$ cat src/rtl/sync_fifo_flagged.sv
// sync_fifo_flagged: single-clock FWFT FIFO with guarded push/pop,
// programmable almost-full/almost-empty thresholds, sticky error flags,
// synchronous flush and one-cycle full/empty rising-edge pulses.
//
// Optional feature macro: FIFO_HWM_EN builds a high-water-mark register.
// When the macro is undefined, hwm is tied to 0.
//
// Ports:
//   clk, rst                 clock (rising edge), synchronous active-high reset
//   clear                    synchronous flush (thresholds kept)
//   push, datain             write request / data
//   pop, dataout             read request / head-of-queue data (FWFT)
//   cfg_we, cfg_af, cfg_ae   threshold register load
//   count                    registered occupancy 0..DEPTH
//   full, empty              count == DEPTH / count == 0
//   almost_full/empty        count >= af_level / count <= ae_level
//   full_rise, empty_rise    one-cycle 0->1 pulses of full / empty
//   overflow, underflow      sticky error flags, cleared by err_clr
//   err_clr                  clears error flags (and hwm)
//   hwm                      high-water mark of count
module sync_fifo_flagged #(
    parameter int WIDTH    = 8,
    parameter int ADDR_W   = 4,
    parameter int AF_RESET = 12,
    parameter int AE_RESET = 4
) (
    input  logic              clk,
    input  logic              rst,
    input  logic              clear,
    input  logic              push,
    input  logic [WIDTH-1:0]  datain,
    input  logic              pop,
    output logic [WIDTH-1:0]  dataout,
    input  logic              cfg_we,
    input  logic [ADDR_W:0]   cfg_af,
    input  logic [ADDR_W:0]   cfg_ae,
    output logic [ADDR_W:0]   count,
    output logic              full,
    output logic              empty,
    output logic              almost_full,
    output logic              almost_empty,
    output logic              full_rise,
    output logic              empty_rise,
    output logic              overflow,
    output logic              underflow,
    input  logic              err_clr,
    output logic [ADDR_W:0]   hwm
);
    localparam int DEPTH = 2**ADDR_W;
    localparam logic [ADDR_W:0] DEPTH_C = (ADDR_W+1)'(DEPTH);

    logic [WIDTH-1:0]  mem [DEPTH];
    logic [ADDR_W-1:0] rd_ptr, wr_ptr;
    logic [ADDR_W:0]   af_level, ae_level;
    logic [ADDR_W:0]   count_next;
    logic              full_q, empty_q;
    logic              push_ok, pop_ok;

    // Flags come only from the registered count: no comb path from push/pop.
    assign full         = (count == DEPTH_C);
    assign empty        = (count == '0);
    assign almost_full  = (count >= af_level);
    assign almost_empty = (count <= ae_level);
    assign full_rise    = full & ~full_q;
    assign empty_rise   = empty & ~empty_q;
    assign dataout      = mem[rd_ptr];

    // A pop frees a slot in the same cycle, so push is allowed while full
    // as long as it is paired with a pop.
    always_comb begin
        push_ok = push & (~full | pop);
        pop_ok  = pop & ~empty;
        if (clear)
            count_next = '0;
        else
            count_next = count + (ADDR_W+1)'(push_ok) - (ADDR_W+1)'(pop_ok);
    end

    always_ff @(posedge clk) begin
        if (rst) begin
            count     <= '0;
            rd_ptr    <= '0;
            wr_ptr    <= '0;
            full_q    <= 1'b0;
            empty_q   <= 1'b1;
            overflow  <= 1'b0;
            underflow <= 1'b0;
            af_level  <= (ADDR_W+1)'(AF_RESET);
            ae_level  <= (ADDR_W+1)'(AE_RESET);
        end else begin
            count   <= count_next;
            full_q  <= full;
            empty_q <= empty;
            if (cfg_we) begin
                af_level <= cfg_af;
                ae_level <= cfg_ae;
            end
            if (clear) begin
                rd_ptr <= '0;
                wr_ptr <= '0;
            end else begin
                if (push_ok) wr_ptr <= wr_ptr + 1'b1;
                if (pop_ok)  rd_ptr <= rd_ptr + 1'b1;
            end
            // Set beats clear-request; flush suppresses new errors.
            if (!clear && push && full && !pop) overflow <= 1'b1;
            else if (err_clr)                   overflow <= 1'b0;
            if (!clear && pop && empty)         underflow <= 1'b1;
            else if (err_clr)                   underflow <= 1'b0;
        end
    end

    // Storage is not reset.
    always_ff @(posedge clk) begin
        if (!rst && !clear && push_ok) mem[wr_ptr] <= datain;
    end

`ifdef FIFO_HWM_EN
    logic [ADDR_W:0] hwm_r;
    // err_clr zeroes the mark; it re-acquires the live count next cycle.
    always_ff @(posedge clk) begin
        if (rst || err_clr)
            hwm_r <= '0;
        else if (count_next > hwm_r)
            hwm_r <= count_next;
    end
    assign hwm = hwm_r;
`else
    assign hwm = '0;
`endif

endmodule

$ cat config.mk
export PLATFORM = sky130hd
export DESIGN_NAME = sync_fifo_flagged
export DESIGN_NICKNAME = d
export VERILOG_FILES = /design/src/rtl/sync_fifo_flagged.sv
export SDC_FILE = /design/constraint.sdc
export NUM_CORES = 1
export LEC_CHECK = 0
export CORE_AREA = 2 2 106 108
export CTS_CLUSTER_SIZE = 12
export DETAILED_ROUTE_END_ITERATION = 10
export DIE_AREA = 0 0 108 110
export HOLD_SLACK_MARGIN = 0.05
export PLACE_DENSITY_LB_ADDON = 0.08
export SETUP_SLACK_MARGIN = 0.15
export SYNTH_ARGS = -nofsm -noshare
export SYNTH_HDL_FRONTEND = slang
export SYNTH_SLANG_ARGS = --single-unit
$ cat constraint.sdc
create_clock -name clk -period 6.2 [get_ports clk]
set_input_delay 0.93 -clock clk [delete_from_list [all_inputs] [get_ports clk]]
set_output_delay 0.93 -clock clk [all_outputs]
set_load 0.03 [all_outputs]
==> flow_summary.json, run 1 <==
{
  "ant_nets": 0,
  "synth-seq-area-share_pct": 68.1,
  "critPathKind": "flip-flop to output pin",
  "start_util_pct": 61.3,
  "ys_types": 41,
  "setup_ws_ns": 2.06,
  "syn_to_final_growth_pct": 16.6,
  "rr_worst_depth": 14,
  "finalSetupViolations": 0,
  "first_global_vias": 3604,
  "die_w_microns": 108,
  "cts_hold_buf": 0,
  "final_nets": 493,
  "gr-total-overflow": 0,
  "cp.depth": 4,
  "synth.yosys.warnings": 0,
  "diodes": 0,
  "grt_pass1_wl_microns": 19500,
  "hold_viol": 0,
  "io_buffers": 45,
  "cap_violations": 0,
  "power.net_switching_w": 0.000719,
  "hold_depth": 2,
  "crit_buf_inv": 1,
  "synthArstFlopShare_pct": 0,
  "htreeDepth": 4,
  "clock_skew_ns": 0.00619,
  "cts_root_buf": "clkbuf_8",
  "rsz0062_at_grt": "false",
  "post-dp-hpwl_microns": 7960,
  "max_freq_ghz": 0.242,
  "start_kind": "flip-flop",
  "holdWs_ns": 0.469,
  "cts_resized": 0,
  "die_area_sq_um": 11900,
  "dr_total_vias": 3482,
  "swShare_pct": 25.8,
  "worst_pin_slew_ns": 1.04,
  "path_cells": "mux4_1 > a22oi_1 > nand2_1 > clkdlybuf4s50_1",
  "crit_slowest_cell": "dfxtp_2",
  "synth_cells": 399,
  "maxSlewViolCount": 0,
  "viasPerCell": 5.81,
  "numClockSinks": 159,
  "syn-cell-area_sq_um": 6560,
  "dp_slack_ns": 2.45,
  "powerDensity_nw_per_um2": 364,
  "power_frac_seq_pct": 44.3,
  "post_cts_buffers": 0,
  "syn_area_per_cell_sq_um": 16.4,
  "grt_max_degree": 33,
  "yosys_register_bits": 159,
  "clk_latency_ns": 0.52,
  "drtPass1Iterations": 4,
  "crit_path_end_kind": "output pin",
  "slew_headroom_pct": 30.8,
  "wl_per_cell_microns": 20.8,
  "dpl_cell_area_sq_um": 7050,
  "ios": 51,
  "fin_crit_sh_pct": 66.8,
  "fin_crit_ns": 4.14,
  "combPwrFrac_pct": 18.5,
  "power.internal_w": 0.00207,
  "gp_congestion": 0.796,
  "crit_arrival_ns": 3.21,
  "slowest_delay_ns": 1.01,
  "antenna_found_initial": 0,
  "multi_input_area_sq_um": 1880,
  "final.setup.tns_ns": 0,
  "num_rows": 38,
  "fill_cells": 711,
  "drt_iter0_drc": 280,
  "cts_tree": "built",
  "outcome": "complete, no violations",
  "cts_buffers": 17,
  "crit_required_ns": 5.27,
  "clock_path_buffers": 2,
  "p_leak_nw": 2.65,
  "die_h_microns": 110,
  "hold_path.class": "flip-flop to flip-flop",
  "clk_pin_slew_worst_paths_ns": 0.06,
  "register_area_sq_um": 4470,
  "fin_area_sq_um": 7650,
  "vdd_ir_drop_max_mv": 0.339,
  "totalWireLength_microns": 12500,
  "p_clk_share_pct": 37.3,
  "synth-edff-count": 128,
  "path_delay_family": "flip-flops",
  "layout-drive-gt1-share_pct": 11.1,
  "path_max_fanout": 32,
  "grt_use_total_pct": 23.1,
  "drc": 0,
  "synthFlopType": "edfxtp_1",
  "core_sq_um": 10700
}
[state kept, by name (all words and copies together) (netlist names), named ones only]
name and flops:
ae_level 5, af_level 5, count 5, empty_q 1, full_q 1, mem 128, overflow 1, rd_ptr 4
underflow 1, wr_ptr 4
[cell usage after synthesis (all sizes together), types with 2 or more instances]
cell type	count	area [sq um]
a21o	3	22.5
a21oi	8	40.0
a22oi	16	120
and2	2	12.5
and3	2	12.5
buf	14	103
clkbuf	4	15.0
clkdlybuf4s25	3	30.0
dfxtp	31	621
edfxtp	128	3840
ha	21	263
inv	23	86.3
mux2i	8	80.1
mux4	32	773
nand2	23	86.3
nand2b	3	18.8
nand3	4	20.0
nand3b	2	15.0
nor2	40	150
nor2b	2	12.5
o211ai	4	30.0
o21a	2	15.0
o21ai	4	20.0
or2	2	12.5
xnor2	3	26.3
xor2	5	43.8
[power by group through the flow]
stage / Sequential, W / Clock [W] / Combinational (W)
after floorplan: 0.00125 / 0 / 0.000356
after global placement: 0.00126 / 0 / 0.000500
after detailed placement: 0.00126 / 0 / 0.000513
after CTS: 0.00123 / 0.00105 / 0.000518
after global routing: 0.00124 / 0.00109 / 0.000569
final: 0.00123 / 0.00104 / 0.000515
[area by class of cell]
cell class / count / area share [%]
clock buffer: 20 / 5.56
clock inverter: 12 / 2.19
inverter: 23 / 1.13
multi-input combinational: 200 / 24.5
sequential: 159 / 58.4
tap: 140 / 2.29
timing repair buffer: 45 / 5.89
[logic make-up (layout without fill, tap and decap cells)]
kind of cell / count (synthesis) / count (layout) / synth area share, %
AOI/OAI and AO/OA: 38 / 38 / 3.91
buffers and inverters: 44 / 100 / 3.57
DFF: 159 / 159 / 68.1
and+or+nand+nor: 87 / 87 / 6.01
other: 1 / 5 / 0.0572
muxes: 40 / 40 / 13.0
xor gates and xnor gates: 8 / 8 / 1.07
adders and majority gates: 22 / 22 / 4.31
[routing by layer]
layer	share of wire [%]	vias up	track usage [%]
met5	0	-	0
met4	1.1	0	7.78
met3	5.8	14	6.29
met2	50	115	37.4
met1	43	1745	30.9
li1	-	1608	-
[per-stage QoR]
stage / utilization (%) / cells / power [W]
after global routing: 71.5 / 599 / 0.00290
after CTS: 71.5 / 599 / 0.00280
after detailed placement: 65.9 / 567 / 0.00177
after floorplan: - / 403 / 0.00160
after global placement: 65.9 / 567 / 0.00176
final: 71.5 / 599 / 0.00279
[worst reg2reg max path: stages, from the launching register on]
cell      delay [ns]
dfxtp_1         0.37
inv_1           0.11
ha_1            0.17
or4b_1          0.60
nand2_1         0.19
inv_1           0.07
ha_1            0.26
inv_1           0.05
ha_1            0.15
inv_1           0.06
fa_1            0.39
nand2b_1        0.16
a21oi_1         0.24
o21ai_0         0.11
nor3b_1         0.14
[cells in the final DEF, fill, tap and decap left out, types with 8 or more instances in the layout]
cell             count
dfxtp_1             29
a22oi_1             16
edfxtp_1           128
ha_1                21
mux2i_1              8
nor2_1              40
inv_1               23
clkdlybuf4s50_1     45
clkbuf_16           16
mux4_2              18
nand2_1             23
a21oi_1              8
mux4_1              14
[path summary, 6_finish.rpt]
kind                   from         end  slack, ns
setup / recovery  flip-flop  dataout[5]       2.06
hold / removal     overflow    overflow       0.47
setup reg to reg   count[3]    count[4]       2.97
hold reg to reg    overflow    overflow       0.47
No activity file was read; power rests on OpenSTA's default activity.
==> run 2: changes to the inputs <==
--- a/config.mk
+++ b/config.mk
@@ -5,10 +5,10 @@
 export SDC_FILE = /design/constraint.sdc
 export NUM_CORES = 1
 export LEC_CHECK = 0
-export CORE_AREA = 2 2 106 108
+export CORE_AREA = 2 2 110 112
 export CTS_CLUSTER_SIZE = 12
 export DETAILED_ROUTE_END_ITERATION = 10
-export DIE_AREA = 0 0 108 110
+export DIE_AREA = 0 0 112 114
 export HOLD_SLACK_MARGIN = 0.05
 export PLACE_DENSITY_LB_ADDON = 0.08
 export SETUP_SLACK_MARGIN = 0.15
==> constraint.sdc (replaced) <==
create_clock -name clk -period 4.1 [get_ports clk]
set_input_delay 0.615 -clock clk [delete_from_list [all_inputs] [get_ports clk]]
set_output_delay 0.615 -clock clk [all_outputs]
set_load 0.03 [all_outputs]
==> run 2 against run 1 <==
Hold slack got worse by 0.0041 ns. Worst setup slack got worse by 1.2 ns. Sequential share of layout area decreased by 0.64 points. Global-route usage decreased by 2.5 points. Final cell count increased by 2.2%. Clock power increased by 56%.
==> flow_summary.json, run 2 (same netlist as run 1, synthesis figures left out) <==
{
  "outcome": "complete, no violations",
  "clk_pin_slew_worst_paths_ns": 0.06,
  "fin_crit_sh_pct": 79.7,
  "crit_slowest_cell": "clkdlybuf4s50_1",
  "io_buffers": 45,
  "numClockSinks": 159,
  "slew_headroom_pct": 41.5,
  "clk_latency_ns": 0.41,
  "rsz0062_at_grt": "false",
  "antenna_found_initial": 0,
  "clock_path_buffers": 2,
  "drtPass1Iterations": 4,
  "cts_tree": "built",
  "register_area_sq_um": 4470,
  "critPathKind": "flip-flop to output pin",
  "fin_crit_ns": 3.27,
  "cts_hold_buf": 0,
  "final_cell_mix": "128 x edfxtp_1, 45 x clkdlybuf4s50_1, 40 x nor2_1",
  "gp_congestion": 0.746,
  "post-dp-hpwl_microns": 8090,
  "cp.depth": 5,
  "min-delay-start": "overflow",
  "grt_max_degree": 33,
  "clock_skew_ns": 0.00461,
  "drc": 0,
  "final_common_cell": "edfxtp_1",
  "syn_to_final_growth_pct": 17.9,
  "setup_ws_ns": 0.832,
  "slowest_delay_ns": 0.61,
  "r2r_slack_ns": 0.95,
  "diodes": 0,
  "min_to": "overflow",
  "finalSetupViolations": 0,
  "ant_nets": 0,
  "fin_area_sq_um": 7730,
  "path_max_fanout": 32,
  "p_leak_nw": 2.69,
  "gr-total-overflow": 0,
  "multi_input_area_sq_um": 1880,
  "worst_pin_slew_ns": 0.874,
  "drt_iter0_drc": 207,
  "rr_worst_depth": 14,
  "die_w_microns": 112,
  "crit_required_ns": 3.48,
  "reg2reg_from": "count[3]",
  "cts_buffers": 17,
  "cts_root_buf": "clkbuf_16",
  "path_cells": "buf_12 > mux4_1 > a22oi_1 > nand2_1 > clkdlybuf4s50_1",
  "cap_violations": 0,
  "post_cts_buffers": 0,
  "max_freq_ghz": 0.306,
  "dpl_cell_area_sq_um": 7130,
  "maxSlewViolCount": 0,
  "viasPerCell": 5.73,
  "fill_cells": 827,
  "crit_buf_inv": 2,
  "largest-register": "mem",
  "cts_resized": 0,
  "final_nets": 500,
  "crit_arrival_ns": 2.65,
  "start_kind": "flip-flop",
  "htreeDepth": 4,
  "die_area_sq_um": 12800,
  "path_delay_family": "buffers and inverters",
  "wl_per_cell_microns": 20.2,
  "hold_depth": 2,
  "grt_use_total_pct": 20.6,
  "final.setup.tns_ns": 0,
  "grt_pass1_wl_microns": 19400,
  "largest_reg_flops": 128,
  "ios": 51,
  "dp_slack_ns": 0.776,
  "start_util_pct": 56.0,
  "die_h_microns": 114,
  "r2r-end": "count[4]",
  "vdd_ir_drop_max_mv": 0.287,
  "totalWireLength_microns": 12400,
  "utilization_pct": 66.0,
  "dr_total_vias": 3508,
  "first_global_vias": 3487,
  "hold_path.class": "flip-flop to flip-flop",
  "core_sq_um": 11700,
  "layout-drive-gt1-share_pct": 11.8,
  "powerDensity_nw_per_um2": 553,
  "crit_path_end_kind": "output pin",
  "hold_viol": 0,
  "num_rows": 40
}
==> run 2: cell type report <==
class / count / area share, %
flip-flops and latches: 159 / 57.8
clock inverters: 11 / 2.15
multi-input cells: 200 / 24.3
well taps: 147 / 2.38
repair buffers: 52 / 6.67
inverters: 23 / 1.12
clock buffers: 20 / 5.65
==> run 2: worst max-delay path by stage <==
| stage | slack [ns] | start | end |
|---|---|---|---|
| 2_1_floorplan | 1.16 | count[3] | count[4] |
| 3_3_place_gp | 0.86 | pop | count[4] |
| 3_5_place_dp | 0.78 | pop | count[4] |
| 4_1_cts | 0.80 | flip-flop | dataout[1] |
| 5_1_grt | 0.69 | count[3] | count[4] |
| 6_report | 0.83 | flip-flop | dataout[7] |
==> run 2: where the power goes <==
part           total (W)  switching [W]  leakage (nW)  internal, W
clock network    0.00162       0.000605         0.287      0.00101
registers        0.00183      0.0000424          1.41      0.00178
logic           0.000833       0.000464         0.998     0.000369
total            0.00428        0.00111          2.69      0.00317
==> run 2: tightest hold or removal path: stages (launching register included) <==
cell and delay [ns]:
dfxtp_1 0.33, nand2_1 0.05, o21ai_0 0.05
==> run 2: layer usage <==
metal | vias up | part of all wire, % | GRT usage [%]
li1 | 1619 | - | -
met1 | 1796 | 43 | 27.5
met2 | 81 | 51 | 34.6
met3 | 12 | 4.5 | 4.68
met4 | 0 | 1.4 | 6.02
met5 | - | 0 | 0
==> run 2: metrics by stage <==
stage | power [W] | instances | hold slack [ns]
final | 0.00428 | 612 | 0.465
after global routing | 0.00444 | 612 | 0.491
after CTS | 0.00431 | 612 | 0.473
after detailed placement | 0.00269 | 581 | 0.461
after global placement | 0.00268 | 581 | 0.457
after floorplan | 0.00242 | 403 | 0.459
==> run 3: changes to the inputs <==
==> constraint.sdc (replaced) <==
create_clock -name clk -period 3.2 [get_ports clk]
set_input_delay 0.48 -clock clk [delete_from_list [all_inputs] [get_ports clk]]
set_output_delay 0.48 -clock clk [all_outputs]
set_load 0.03 [all_outputs]
==> run 3 against run 2 <==
Sequential share of layout area down 1.1 points. Hold slack worse by 0.013 ns. Clock power increased by 17%. Sequential power rose by 28%. Power up 25%. Critical endpoint is now empty. Highest routed layer unchanged.
==> flow_summary.json, run 3 (same netlist as run 1, synthesis figures left out) <==
{
  "outcome": "complete, no violations",
  "grt_max_degree": 33,
  "final_common_cell": "edfxtp_1",
  "rr_worst_depth": 14,
  "io_buffers": 45,
  "largest_reg_flops": 128,
  "clk_pin_slew_worst_paths_ns": 0.06,
  "start_util_pct": 56.0,
  "cts_root_buf": "clkbuf_16",
  "totalWireLength_microns": 12600,
  "first_global_vias": 3636,
  "die_area_sq_um": 12800,
  "critPathKind": "flip-flop to output pin",
  "worst_pin_slew_ns": 0.751,
  "syn_to_final_growth_pct": 20.2,
  "drc": 0,
  "p_leak_nw": 2.83,
  "numClockSinks": 159,
  "drt_iter0_drc": 247,
  "htreeDepth": 4,
  "dr_total_vias": 3528,
  "start_kind": "flip-flop",
  "post_cts_buffers": 0,
  "drtPass1Iterations": 6,
  "hold_viol": 0,
  "hold_path.class": "flip-flop to flip-flop",
  "grt_use_total_pct": 21.5,
  "max_freq_ghz": 0.341,
  "crit_end": "empty",
  "ios": 51,
  "rsz0062_at_grt": "false",
  "cts_buffers": 17,
  "vdd_ir_drop_max_mv": 0.370,
  "clk_latency_ns": 0.42,
  "wl_per_cell_microns": 19.8,
  "antenna_found_initial": 0,
  "crit_path_end_kind": "output pin",
  "multi_input_area_sq_um": 1880,
  "post-dp-hpwl_microns": 8680,
  "viasPerCell": 5.55,
  "grt_pass1_wl_microns": 20100,
  "path_max_fanout": 6,
  "finalSetupViolations": 0,
  "cts_tree": "built",
  "r2r-end": "count[4]",
  "reg2reg_from": "count[2]",
  "largest-register": "mem",
  "register_area_sq_um": 4470,
  "final.setup.tns_ns": 0,
  "die_w_microns": 112,
  "layout-drive-gt1-share_pct": 16.4,
  "diodes": 0,
  "holdWs_ns": 0.452,
  "clock_skew_ns": 0.00981,
  "crit_arrival_ns": 2.45,
  "clock_path_buffers": 2,
  "startpoint": "count[2]",
  "final_nets": 524,
  "die_h_microns": 114,
  "num_rows": 40,
  "gp_congestion": 0.735,
  "fill_cells": 806,
  "final_cell_mix": "128 x edfxtp_1, 40 x nor2_1, 35 x clkdlybuf4s50_1",
  "crit_required_ns": 2.72,
  "r2r_slack_ns": 0.36,
  "core_sq_um": 11700,
  "gr-total-overflow": 0,
  "powerDensity_nw_per_um2": 677,
  "ant_nets": 0,
  "cap_violations": 0,
  "cts_hold_buf": 0,
  "fin_crit_sh_pct": 91.5,
  "maxSlewViolCount": 0,
  "slew_headroom_pct": 49.8,
  "fin_crit_ns": 2.93,
  "hold_depth": 2
}
==> run 3: cell types whose count changed in the layout (fill, tap and decap cells not counted), moves of 2 or more <==
cell             delta
buf_4              +22
clkinv_1            +2
dlymetal6s2s_1      +3
clkdlybuf4s50_1    -10
bufinv_16           -2
dlygate4sd2_1       +7
==> run 3: repair_timing <==
action	4_1_cts	5_1_grt
setup endpoints to repair	8	5
gates resized for setup	9	5
hold endpoints to repair	0	0
pin swaps	0	1
==> run 3: worst min-delay path by stage <==
stage | start | endpoint
final | overflow | overflow
after global routing | overflow | overflow
after CTS | overflow | overflow
after detailed placement | overflow | overflow
after global placement | overflow | overflow
after floorplan | ae_level[2] | ae_level[2]
==> run 3: metrics by stage <==
stage               cells  util, %  total power [W]  worst slack [ns]  instance area (sq um)
floorplan             403        -          0.00310             0.259                   6570
global placement      605     62.5          0.00348             0.322                   7320
detailed placement    605     62.5          0.00349             0.239                   7320
CTS                   636     67.2          0.00538            0.0783                   7870
global route          636     67.3          0.00560             0.150                   7890
finish                636     67.3          0.00534             0.271                   7890
==> run 3: final cells by class <==
type,count,share of cell area [%]
clock inverters,12,1.54
repair buffers,76,9.01
multi-input cells,200,23.9
inverters,23,1.09
well taps,147,2.33
flip-flops and latches,159,56.7
clock buffers,19,5.49
==> run 3: critical path, stage by stage, from the launching register on <==
cell and delay (ns):
dfxtp_1 0.36, inv_1 0.10, ha_1 0.16, or4b_4 0.47
buf_4 0.17, inv_1 0.09, clkdlybuf4s50_1 0.67
==> run 3: power by group <==
group	switching (W)	total (W)	internal [W]	leakage, nW
clock network	0.000760	0.00189	0.00113	0.261
logic	0.000584	0.00110	0.000515	1.17
registers	0.0000614	0.00235	0.00229	1.41
==> run 3: layer usage <==
layer | global-route usage, % | vias up | wire (microns)
met2 | 36.8 | 84 | 6590
li1 | - | 1670 | -
met4 | 6.10 | 0 | 122
met3 | 5.53 | 13 | 542
met1 | 27.6 | 1761 | 5370
met5 | 0 | - | 0
